**config.mk**
```make
export PLATFORM = sky130hd
export DESIGN_NAME = uart_rx_fifo
export DESIGN_NICKNAME = d
export VERILOG_FILES = /design/src/rtl/uart_rx_fifo.sv
export SDC_FILE = /design/constraint.sdc
export NUM_CORES = 1
export LEC_CHECK = 0
export CAP_MARGIN = 30
export CORE_AREA = 5 5 120 122
export CTS_BUF_LIST = sky130_fd_sc_hd__clkbuf_8
export DETAILED_ROUTE_END_ITERATION = 8
export DIE_AREA = 0 0 125 127
export GPL_TIMING_DRIVEN = 0
export PLACE_DENSITY_LB_ADDON = 0.05
export SLEW_MARGIN = 25
export SYNTH_ARGS = -nofsm -noshare
export SYNTH_HDL_FRONTEND = slang
export SYNTH_SLANG_ARGS = --single-unit
```
**constraint.sdc**
```tcl
create_clock -name ref_clk -period 6.55 [get_ports ref_clk]
set_input_delay 1.31 -clock ref_clk [delete_from_list [all_inputs] [get_ports ref_clk]]
set_output_delay 1.31 -clock ref_clk [all_outputs]
set_load 0.05 [all_outputs]
```
**src/rtl/uart_rx_fifo.sv**
```systemverilog
// uart_rx_fifo: downstream buffer for the UART receiver.
// Turns the receiver's one-sample-period ready/err levels into single-cycle
// requests, queues good bytes in a first-word-fall-through FIFO and keeps
// sticky overflow / framing-error status with a saturating error counter.
module uart_rx_fifo #(
  parameter int AddrWidth   = 4,
  parameter int ErrCntWidth = 8
) (
  input  logic                   ref_clk,
  input  logic                   reset,
  input  logic [7:0]             rx_data,
  input  logic                   rx_ready,
  input  logic                   rx_err,
  output logic [7:0]             out_data,
  output logic                   out_valid,
  input  logic                   out_ack,
  output logic [AddrWidth:0]     count,
  output logic                   full,
  output logic                   overflow,
  output logic                   frame_err,
  output logic [ErrCntWidth-1:0] err_count,
  input  logic                   clear_status
);

  localparam int                     Depth      = 2 ** AddrWidth;
  localparam logic [AddrWidth:0]     DepthCount = (AddrWidth + 1)'(Depth);
  localparam logic [ErrCntWidth-1:0] ErrMax     = '1;

  logic [7:0]           mem [Depth];
  logic [AddrWidth-1:0] wr_ptr;
  logic [AddrWidth-1:0] rd_ptr;
  logic                 rx_ready_d;
  logic                 rx_err_d;

  logic push_req;
  logic err_req;
  logic pop;
  logic push_ok;

  // Rising edges of the receiver levels; a held level yields one request.
  assign push_req = rx_ready & ~rx_ready_d;
  assign err_req  = rx_err & ~rx_err_d;

  assign out_valid = (count != '0);
  assign full      = (count == DepthCount);
  assign pop       = out_valid & out_ack;
  // When full, a same-cycle pop frees the slot the push lands in.
  assign push_ok   = push_req & (~full | pop);

  // Head of queue is shown combinationally (first-word fall-through).
  assign out_data = mem[rd_ptr];

  // Edge-detect history; resets high so a level still up after reset is ignored.
  always_ff @(posedge ref_clk) begin
    // NOTE: non-blocking assignments in clocked blocks so every register
    // samples pre-edge values regardless of statement order.
    if (reset) begin
      rx_ready_d <= 1'b1;
      rx_err_d   <= 1'b1;
    end else begin
      rx_ready_d <= rx_ready;
      rx_err_d   <= rx_err;
    end
  end

  // Storage array write port.
  always_ff @(posedge ref_clk) begin
    // NOTE: the array has no reset; occupancy lives in count, so stale
    // entries are never observed and the array can map onto plain RAM.
    if (push_ok) begin
      mem[wr_ptr] <= rx_data;
    end
  end

  // Read/write pointers and occupancy.
  always_ff @(posedge ref_clk) begin
    if (reset) begin
      wr_ptr <= '0;
      rd_ptr <= '0;
      count  <= '0;
    end else begin
      if (push_ok) begin
        wr_ptr <= wr_ptr + AddrWidth'(1);
      end
      if (pop) begin
        rd_ptr <= rd_ptr + AddrWidth'(1);
      end
      case ({push_ok, pop})
        2'b10:   count <= count + (AddrWidth + 1)'(1);
        2'b01:   count <= count - (AddrWidth + 1)'(1);
        default: count <= count;
      endcase
    end
  end

  // Sticky status; clear_status beats any same-cycle set or increment.
  always_ff @(posedge ref_clk) begin
    if (reset || clear_status) begin
      overflow  <= 1'b0;
      frame_err <= 1'b0;
      err_count <= '0;
    end else begin
      if (push_req && !push_ok) begin
        overflow <= 1'b1;
      end
      if (err_req) begin
        frame_err <= 1'b1;
        if (err_count != ErrMax) begin
          err_count <= err_count + ErrCntWidth'(1);
        end
      end
    end
  end

endmodule

```
==> results of run 1 <==
[report_power, final]
group	leakage [uW]	switching, uW	internal [uW]	total, uW
clock	0.000226	341	446	787
sequential	0.00139	25.3	1100	1120
combinational	0.000784	379	246	625
[registers in the layout, indices dropped and copies added (netlist names), named ones only]
name and cells:
rx_err_d 1, mem 128, rd_ptr 4, frame_err 1, overflow 1, err_count 8
rx_ready_d 1, count 5, wr_ptr 4
[area by class of cell]
type	instances	area, sq um
well taps	176	220.2
multi-input cells	206	1892
repair buffers	37	370.4
inverters	11	41.29
clock buffers	17	234.0
clock inverters	15	201.4
flip-flops and latches	157	4424
fillers	1061	5622
plain buffers	19	80.08
[cells in the mapped netlist, types with 4 or more instances]
| cell | count |
|---|---|
| nor2b_1 | 4 |
| nand2b_1 | 7 |
| nand2_1 | 19 |
| edfxtp_1 | 128 |
| nor3_1 | 7 |
| nor2_1 | 37 |
| a21oi_1 | 5 |
| or2_2 | 4 |
| mux4_2 | 32 |
| xnor2_1 | 4 |
| o211ai_1 | 4 |
| nand3_1 | 5 |
| xor2_1 | 4 |
| buf_2 | 4 |
| inv_1 | 10 |
| a22oi_1 | 16 |
| ha_1 | 9 |
| dfxtp_1 | 29 |
| clkbuf_1 | 11 |
| o21ai_0 | 5 |
[cells by family after synthesis]
kind of cell,after synthesis,synth area share
flops,157,0.6894
simple gates,100,0.07701
compound gates,51,0.06220
mux,37,0.1209
buf+inv,30,0.01891
fa+ha+maj,10,0.02067
xor+xnor,8,0.01092
[layer usage]
| layer | part of all wire | up-vias | wire [microns] | global-route usage |
|---|---|---|---|---|
| li1 | - | 1661 | - | - |
| met5 | 0 | - | 0 | 0 |
| met3 | 0.048 | 18 | 632 | 0.04174 |
| met2 | 0.49 | 124 | 6442 | 0.2841 |
| met1 | 0.44 | 1856 | 5882 | 0.2324 |
| met4 | 0.022 | 0 | 285 | 0.07079 |
[worst min-delay path by stage]
stage,to,slack (ps)
floorplan,flip-flop,490
global placement,frame_err$_SDFFE_PP0P_,440
detailed placement,frame_err$_SDFFE_PP0P_,440
CTS,frame_err$_SDFFE_PP0P_,460
global route,frame_err$_SDFFE_PP0P_,500
finish,frame_err$_SDFFE_PP0P_,450
[metrics by stage]
stage	worst slack (ps)	hold WS [ps]	util	instance area, sq um
6_report	2061	451.4	0.5704	7463
4_1_cts	1970	457.2	0.5704	7463
2_1_floorplan	3306	490.2	-	6417
5_1_grt	1838	498.6	0.5704	7463
3_3_place_gp	2193	436.7	0.5356	7008
3_5_place_dp	2479	440.5	0.5371	7028
[worst register-to-register path: stages (launching register included)]
cell and delay [ps]:
dfxtp_1 340, nand2b_1 140, clkbuf_1 230, a31oi_1 490
nand2_1 290, nor2_1 780
==> reports/results.ini, run 1 <==
[status]
status=complete, no violations

[logic_synthesis]
syn_nets=417
synth_ff_type=edfxtp_1
synth_edf_count=128
yosysTopAreaCell=edfxtp_1
synthDistinctLibCells=53
netlist_instances=393
ys_seq_area_frac=0.6894
syn_area_per_cell_sq_um=16.33
synthArstFlopShare=0
yosys_warnings=0
synth_top_area_share=0.5989
ys_ff_latch=157
synthTopCellsByArea=edfxtp_1 60%, mux4_2 11%, dfxtp_1 9.0%
synthesis.area_sq_um=6417

[pwr]
p_total_uw=2537
powerDensity_nw_per_um2=340.0
peakVddDrop_uv=207.9
p_leak_uw=0.002397

[worst_setup_path]
crit_buf_inv=3
crit_type=reg2out
worstPathMaxFanout=10
arrival_ps=3180
cp-endpoint=out_data[0]
crit_required_ps=5240
cp_top_family=buffers and inverters
worst-path-stages=6
r2r-end=mem[4][0]$_DFFE_PP_
reg2reg_depth=5
crit_path_end_kind=primary output
ff2ff_setup_slack_ps=3920
max_stage_delay_ps=710
start_kind=flip-flop
timing.rr.start=rx_ready_d$_SDFF_PP1_
cp_slowest_cell=clkdlybuf4s50_1
crit_chain=clkbuf_1 > buf_2 > mux4_2 > a22oi_1 > nand2_1 > clkdlybuf4s50_1

[die]
io_pins=39
die_y_microns=127
initial_core_util=0.4904
row_count=42
fp.dieW_microns=125
fp.coreArea_sq_um=13090
fp.dieArea_sq_um=15880

[timing]
finalCritPeriodShare=0.6853
min_period_ps=4489
max_freq_mhz=222.8
rsz0062_at_grt=false
setup_viol=0
worst_slew_margin_rel=0.3849
finalMaxSlewViolations=0
setup-tns-final_ps=0
fin_skew_ps=7.818
tightest_slew_ps=919.3
finalHoldViolations=0

[global_route]
grt_pass1_wl_microns=21020
grt_usage=0.1758
grt_pass1_vias=3789
antenna_found_initial=0
grt_max_degree=17
globalRouteOverflowTotal=0

[finish]
stdcell_count=638
fin_nets=473
mostFrequentLayoutCells=128 x edfxtp_1, 37 x nor2_1, 37 x clkdlybuf4s50_1, 32 x mux4_2, 29 x dfxtp_1
final_common_cell=edfxtp_1
diodes=0
drive_gt1_frac=0.1818
syn2layout_area_growth_pct=16.30

[cts]
cts_resized=0
cts_tree=done
clkSlewWorstSetupHoldPaths_ps=80
clkLatencyLatePin_ps=440
cts_num_sinks=157
cts_setup_buffers=0
cts_buffer_depth=2
holdBufCountCts=0
h-tree-depth=4
cts_buffers=17
cts-root-buf=clkbuf_8

[drt]
vias_per_cell=5.735
first_iter_violations=243
wirelength_microns=13240
drc=0
first_pass_iters=4
vias=3659
wl_per_cell_microns=20.76
ant_nets=0

[place]
dp.cells=606
place_congestion=0.8386
io_buffers=37
dp_hpwl_microns=8739

[worst_hold_path]
min_path_cells=2
hp-class=reg2reg
hp-start=frame_err$_SDFFE_PP0P_

[flow_run]
maxCapViolations=0

Power figures use the tool's default switching activity.
==> run 2: changes to the inputs <==
==> constraint.sdc (replaced) <==
create_clock -name ref_clk -period 3.7 [get_ports ref_clk]
set_input_delay 0.74 -clock ref_clk [delete_from_list [all_inputs] [get_ports ref_clk]]
set_output_delay 0.74 -clock ref_clk [all_outputs]
set_load 0.05 [all_outputs]
==> run 2 against run 1 <==
Net effect:
- cell count is 0.16% lower
- worst setup slack worse by 1900 ps
- final area hardly changed
- via count hardly changed
- combinational power is 74% higher
- non-clock buffer count is 1 lower
- die area stayed put
- core utilization hardly changed
- sequential share of layout area hardly changed
- sequential power is 79% higher
- first-iteration DRC count is 16% higher
- clock power is 78% higher
- critical path type unchanged
- critical endpoint is now out_data[7]
- largest cell class unchanged
==> reports/results.ini, run 2 (synthesis results as in run 1) <==
[drt]
wirelength_microns=13340  ; was 13240 microns
vias=3656  ; was 3659
ant_nets=0  ; unchanged
vias_per_cell=5.739  ; was 5.735
wl_per_cell_microns=20.94  ; was 20.76 microns
drc=0  ; unchanged
first_iter_violations=283  ; was 243
first_pass_iters=5  ; was 4

[place]
place_congestion=0.8386  ; unchanged
io_buffers=37  ; unchanged
dp_hpwl_microns=8739  ; unchanged
dp.cells=606  ; unchanged

[finish]
top_register=mem  ; unchanged
mostFrequentLayoutCells=128 x edfxtp_1, 37 x nor2_1, 32 x mux4_2, 29 x dfxtp_1, 29 x clkdlybuf4s50_1  ; was 128 x edfxtp_1, 37 x nor2_1, 37 x clkdlybuf4s50_1, 32 x mux4_2, 29 x dfxtp_1
fin_nets=472  ; was 473
reg_top3=mem: 128 flops, err_count: 8 flops, count: 5 flops  ; unchanged
diodes=0  ; unchanged
largest_register_ff_count=128  ; unchanged
final_common_cell=edfxtp_1  ; unchanged
syn2layout_area_growth_pct=16.20  ; was 16.30%
stdcell_count=637  ; was 638
drive_gt1_frac=0.1822  ; was 0.1818

[timing]
finalHoldViolations=0  ; unchanged
tightest_slew_ps=921.9  ; was 919.3 ps
finalMaxSlewViolations=0  ; unchanged
worst_slew_margin_rel=0.3831  ; was 0.3849
min_period_ps=3521
fin_skew_ps=7.513  ; was 7.818 ps
setup-tns-final_ps=0  ; unchanged
max_freq_mhz=284.0
setup_viol=0  ; unchanged
rsz0062_at_grt=false  ; unchanged
finalCritPeriodShare=0.9516

[worst_setup_path]
timing.rr.start=rx_ready_d$_SDFF_PP1_  ; unchanged
max_stage_delay_ps=610  ; was 710 ps
crit_required_ps=2960  ; was 5240 ps
worst-path-stages=5  ; was 6
cp-endpoint=out_data[7]  ; was out_data[0]
ff2ff_setup_slack_ps=1070  ; was 3920 ps
r2r-end=mem[4][1]$_DFFE_PP_  ; was mem[4][0]$_DFFE_PP_
start_kind=flip-flop  ; unchanged
crit_type=reg2out  ; unchanged
crit_path_end_kind=primary output  ; unchanged
arrival_ps=2780  ; was 3180 ps
cp_slowest_cell=clkbuf_1  ; was clkdlybuf4s50_1
crit_buf_inv=2  ; was 3
reg2reg_depth=5  ; unchanged
worstPathMaxFanout=10  ; unchanged
crit_chain=clkbuf_1 > mux4_2 > a22oi_1 > nand2_1 > dlygate4sd2_1  ; was clkbuf_1 > buf_2 > mux4_2 > a22oi_1 > nand2_1 > clkdlybuf4s50_1
cp_top_family=buffers and inverters  ; unchanged

[die]
io_pins=39  ; unchanged
fp.dieW_microns=125  ; unchanged
die_y_microns=127  ; unchanged
initial_core_util=0.4904  ; unchanged
fp.coreArea_sq_um=13090  ; unchanged
fp.dieArea_sq_um=15880  ; unchanged
row_count=42  ; unchanged

[cts]
cts-root-buf=clkbuf_8  ; unchanged
clkLatencyLatePin_ps=440  ; about the same
cts_tree=done  ; unchanged
clkSlewWorstSetupHoldPaths_ps=80  ; about the same
cts_num_sinks=157  ; unchanged
holdBufCountCts=0  ; unchanged
cts_buffers=17  ; unchanged
h-tree-depth=4  ; unchanged
cts_setup_buffers=0  ; unchanged
cts_buffer_depth=2  ; unchanged

[pwr]
p_leak_uw=0.002407  ; was 0.002397 uW
powerDensity_nw_per_um2=600.8  ; was 340.0 nW/um^2
peakVddDrop_uv=369.1  ; was 207.9 uV

[global_route]
antenna_found_initial=0  ; unchanged
grt_usage=0.1757  ; was 0.1758
grt_pass1_wl_microns=21000  ; was 21020 microns
grt_pass1_vias=3791  ; was 3789
grt_max_degree=17  ; unchanged
globalRouteOverflowTotal=0  ; unchanged

[worst_hold_path]
hp-class=reg2reg  ; unchanged

[status]
status=complete, no violations  ; unchanged

[flow_run]
maxCapViolations=0  ; unchanged

[run 2: cell count changes in the layout (fill, tap and decap cells not counted)]
cell / previous run / this run
clkbuf_1: 11 / 10
dlygate4sd2_1: 0 / 8
buf_2: 4 / 1
buf_4: 1 / 4
clkdlybuf4s50_1: 37 / 29
[run 2: routing by layer]
metal | wire, microns | vias up | global-route usage | share of wire
met5 | 0 | - | 0 | 0
met4 | 291 | 0 | 0.07079 | 0.022
met3 | 518 | 18 | 0.04215 | 0.039
met2 | 6477 | 114 | 0.2838 | 0.49
met1 | 6054 | 1864 | 0.2321 | 0.45
li1 | - | 1660 | - | -
[run 2: power breakdown]
part           switching [uW]  total, uW  internal [uW]
Clock                     607       1400            790
Sequential               50.7       2000           1950
Combinational             665       1090            422
[run 2: worst min path at each step]
stage / start / cells after the start / endpoint / slack [ps]
floorplan: rd_ptr[3]$_SDFFE_PP0P_ / 2 / flip-flop / 490
global placement: frame_err$_SDFFE_PP0P_ / 2 / frame_err$_SDFFE_PP0P_ / 440
detailed placement: frame_err$_SDFFE_PP0P_ / 2 / frame_err$_SDFFE_PP0P_ / 440
CTS: frame_err$_SDFFE_PP0P_ / 2 / frame_err$_SDFFE_PP0P_ / 460
global route: frame_err$_SDFFE_PP0P_ / 2 / frame_err$_SDFFE_PP0P_ / 500
finish: frame_err$_SDFFE_PP0P_ / 2 / frame_err$_SDFFE_PP0P_ / 450
[run 2: final cells by class]
cell class                      count  area (sq um)
Multi-Input combinational cell    206          1892
Tap cell                          176         220.2
Inverter                           11         41.29
Clock inverter                     15         201.4
Fill cell                        1068          5628
Timing Repair Buffer               37         360.3
Buffer                             18         83.83
Sequential cell                   157          4424
Clock buffer                       17         234.0
[run 2: tightest hold or removal path: cells and delay by family (launching register included)]
| family | cells | cell delay (ps) |
|---|---|---|
| flip-flops | 1 | 310 |
| buffers and inverters | 1 | 50 |
| AO/OA/AOI/OAI | 1 | 50 |
[run 2: what timing repair did]
action,CTS,global route
hold endpoints to repair,0,0
gates resized for setup,11,0
setup endpoints to repair,8,1
[run 2: stage by stage]
step                      hold WS [ps]  instance area, sq um  setup slack, ps    util  power [uW]
after floorplan                  490.2                  6417             1026       -        2810
after global placement           436.7                  7008           -86.65  0.5356        3131
after detailed placement         440.5                  7028            199.0  0.5371        3143
after CTS                        457.2                  7461            99.19  0.5702        4520
after global routing             498.6                  7457            58.21  0.5699        4666
final                            451.4                  7457            179.1  0.5699        4481
==> run 3: changes to the inputs <==
--- a/config.mk
+++ b/config.mk
@@ -6,10 +6,10 @@
 export NUM_CORES = 1
 export LEC_CHECK = 0
 export CAP_MARGIN = 30
-export CORE_AREA = 5 5 120 122
+export CORE_AREA = 4 4 119 121
 export CTS_BUF_LIST = sky130_fd_sc_hd__clkbuf_8
 export DETAILED_ROUTE_END_ITERATION = 8
-export DIE_AREA = 0 0 125 127
+export DIE_AREA = 0 0 123 125
 export GPL_TIMING_DRIVEN = 0
 export PLACE_DENSITY_LB_ADDON = 0.05
 export SLEW_MARGIN = 25
==> run 3 against run 2 <==
Net effect:
- first-iteration DRC count rose by 15%
- clock power decreased by 3%
- global-route usage up 0.76 points
- critical path depth unchanged
- non-clock buffer count unchanged
- combinational power about the same
- sequential share of layout area about the same
- worst setup slack got worse by 6.6 ps
- via count down 1.2%
- clock skew is essentially flat
- core utilization barely moved
- cell count unchanged
- critical path type unchanged
- critical endpoint is now out_data[4]
- largest power group unchanged
==> reports/results.ini, run 3 (synthesis results as in run 1) <==
[drt]
m1WireLength_microns=5557  ; was 6054 microns
first_pass_iters=5  ; unchanged
ant_nets=0  ; unchanged
drc=0  ; unchanged
dr_wl_met3_microns=692  ; was 518 microns
vias_per_cell=5.669  ; was 5.739
vias=3611  ; was 3656
maxUsedRoutingLayer=met4  ; unchanged
wl_met2_microns=6671  ; was 6477 microns
wirelength_microns=13150  ; was 13340 microns
first_iter_violations=326  ; was 283
wl_per_cell_microns=20.65  ; was 20.94 microns

[timing]
finalMaxSlewViolations=0  ; unchanged
tightest_slew_ps=828.9  ; was 921.9 ps
finalCritPeriodShare=0.9534  ; was 0.9516
rsz0062_at_grt=false  ; unchanged
min_period_ps=3527  ; was 3521 ps
fin_skew_ps=7.245  ; was 7.513 ps
finalHoldViolations=0  ; unchanged
fin_ws_ps=172.6  ; was 179.1 ps
max_freq_mhz=283.5  ; was 284.0 MHz
setup_viol=0  ; unchanged
worst_slew_margin_rel=0.4453  ; was 0.3831

[finish]
largest_register_ff_count=128  ; unchanged
mostFrequentLayoutCells=128 x edfxtp_1, 37 x nor2_1, 32 x mux4_2, 29 x dfxtp_1, 29 x clkdlybuf4s50_1  ; unchanged
drive_gt1_frac=0.1757  ; was 0.1822
reg_top3=mem: 128 flops, err_count: 8 flops, count: 5 flops  ; unchanged
syn2layout_area_growth_pct=16.12  ; was 16.20%
diodes=0  ; unchanged
fin_nets=472  ; unchanged
top_register=mem  ; unchanged
final_common_cell=edfxtp_1  ; unchanged

[cts]
cts-root-buf=clkbuf_8  ; unchanged
cts_setup_buffers=0  ; unchanged
h-tree-depth=4  ; unchanged
holdBufCountCts=0  ; unchanged
clkSlewWorstSetupHoldPaths_ps=80  ; about the same
cts_buffer_depth=2  ; unchanged
cts_num_sinks=157  ; unchanged
cts_resized=11  ; unchanged
clkLatencyLatePin_ps=440  ; about the same
cts_buffers=17  ; unchanged
cts_tree=done  ; unchanged

[worst_setup_path]
ff2ff_setup_slack_ps=1120  ; was 1070 ps
reg2reg_depth=5  ; unchanged
worstPathMaxFanout=10  ; unchanged
crit_path_end_kind=primary output  ; unchanged
arrival_ps=2790  ; was 2780 ps
start_kind=flip-flop  ; unchanged
cp-endpoint=out_data[4]  ; was out_data[7]
crit_type=reg2out  ; unchanged
timing.rr.start=rx_ready_d$_SDFF_PP1_  ; unchanged
crit_required_ps=2960  ; about the same
r2r-end=mem[9][5]$_DFFE_PP_  ; was mem[4][1]$_DFFE_PP_

[pwr]
comb_power_share=0.243  ; about the same
switching_power_uw=1298  ; was 1322 uW
power_frac_clock=0.307  ; was 0.312
internal_power_uw=3144  ; was 3158 uW
p_total_uw=4441  ; was 4481 uW
peakVddDrop_uv=582.6  ; was 369.1 uV
powerDensity_nw_per_um2=596.0  ; was 600.8 nW/um^2
power_frac_seq=0.450  ; was 0.446
switching_share=0.2921  ; was 0.2951
p_leak_uw=0.002423  ; was 0.002407 uW

[global_route]
grt_pass1_vias=3757  ; was 3791
grt_usage=0.1832  ; was 0.1757
globalRouteOverflowTotal=0  ; unchanged
grt_pass1_wl_microns=20620  ; was 21000 microns
grt_max_degree=17  ; unchanged
antenna_found_initial=0  ; unchanged

[place]
place_ws_ps=133.2  ; was 199.0 ps
place_congestion=0.8442  ; was 0.8386
io_buffers=37  ; unchanged
dp_hpwl_microns=8760  ; was 8739 microns

[flow_run]
maxCapViolations=0  ; unchanged

[status]
status=complete, no violations  ; unchanged

[die]
fp.dieW_microns=123  ; was 125 microns
fp.dieArea_sq_um=15380  ; was 15880 sq um
fp.coreArea_sq_um=13090  ; unchanged
die_y_microns=125  ; was 127 microns
initial_core_util=0.4904  ; unchanged
row_count=42  ; unchanged
io_pins=39  ; unchanged

[worst_hold_path]
hp-class=reg2reg  ; unchanged

-- run 3: stage by stage --
stage	utilization	TNS (ps)	hold slack (ps)	instances	instance area (sq um)
floorplan	-	0	490.2	393	6417
global placement	0.5356	-2338	437.7	606	7008
detailed placement	0.5371	0	441.4	606	7028
CTS	0.5697	0	455.8	638	7455
global route	0.5695	0	499.7	637	7452
finish	0.5695	0	451.0	637	7452
-- run 3: cell type report --
type,count,area (sq um)
fillers,1068,5633
flip-flops and latches,157,4424
multi-input cells,206,1892
repair buffers,37,360.3
clock buffers,20,275.3
well taps,176,220.2
clock inverters,12,153.9
plain buffers,18,85.08
inverters,11,41.29
-- run 3: layer usage --
metal | track usage | vias up
met5 | 0 | -
met4 | 0.06189 | 0
met1 | 0.2465 | 1817
met2 | 0.2982 | 121
li1 | - | 1655
met3 | 0.03884 | 18
-- run 3: power by group through the flow --
stage          combinational (uW)  sequential [uW]  clock (uW)
6_report                     1080             2000        1360
3_5_place_dp                 1110             2030           0
3_3_place_gp                 1100             2030           0
2_1_floorplan                 721             2090           0
4_1_cts                      1100             1990        1390
5_1_grt                      1160             2010        1470
-- run 3: worst min-delay path by stage --
| stage | startpoint | slack, ps | cells past startpoint | to |
|---|---|---|---|---|
| floorplan | rd_ptr[3]$_SDFFE_PP0P_ | 490 | 2 | flip-flop |
| global placement | frame_err$_SDFFE_PP0P_ | 440 | 2 | frame_err$_SDFFE_PP0P_ |
| detailed placement | frame_err$_SDFFE_PP0P_ | 440 | 2 | frame_err$_SDFFE_PP0P_ |
| CTS | frame_err$_SDFFE_PP0P_ | 460 | 2 | frame_err$_SDFFE_PP0P_ |
| global route | frame_err$_SDFFE_PP0P_ | 500 | 2 | frame_err$_SDFFE_PP0P_ |
| finish | frame_err$_SDFFE_PP0P_ | 450 | 2 | frame_err$_SDFFE_PP0P_ |
-- run 3: critical path, cell delays in order (launching register included) --
cell           delay (ps)
dfxtp_1               460
clkbuf_1              570
mux4_2                420
a22oi_1               310
nand2_1               130
dlygate4sd2_1         450
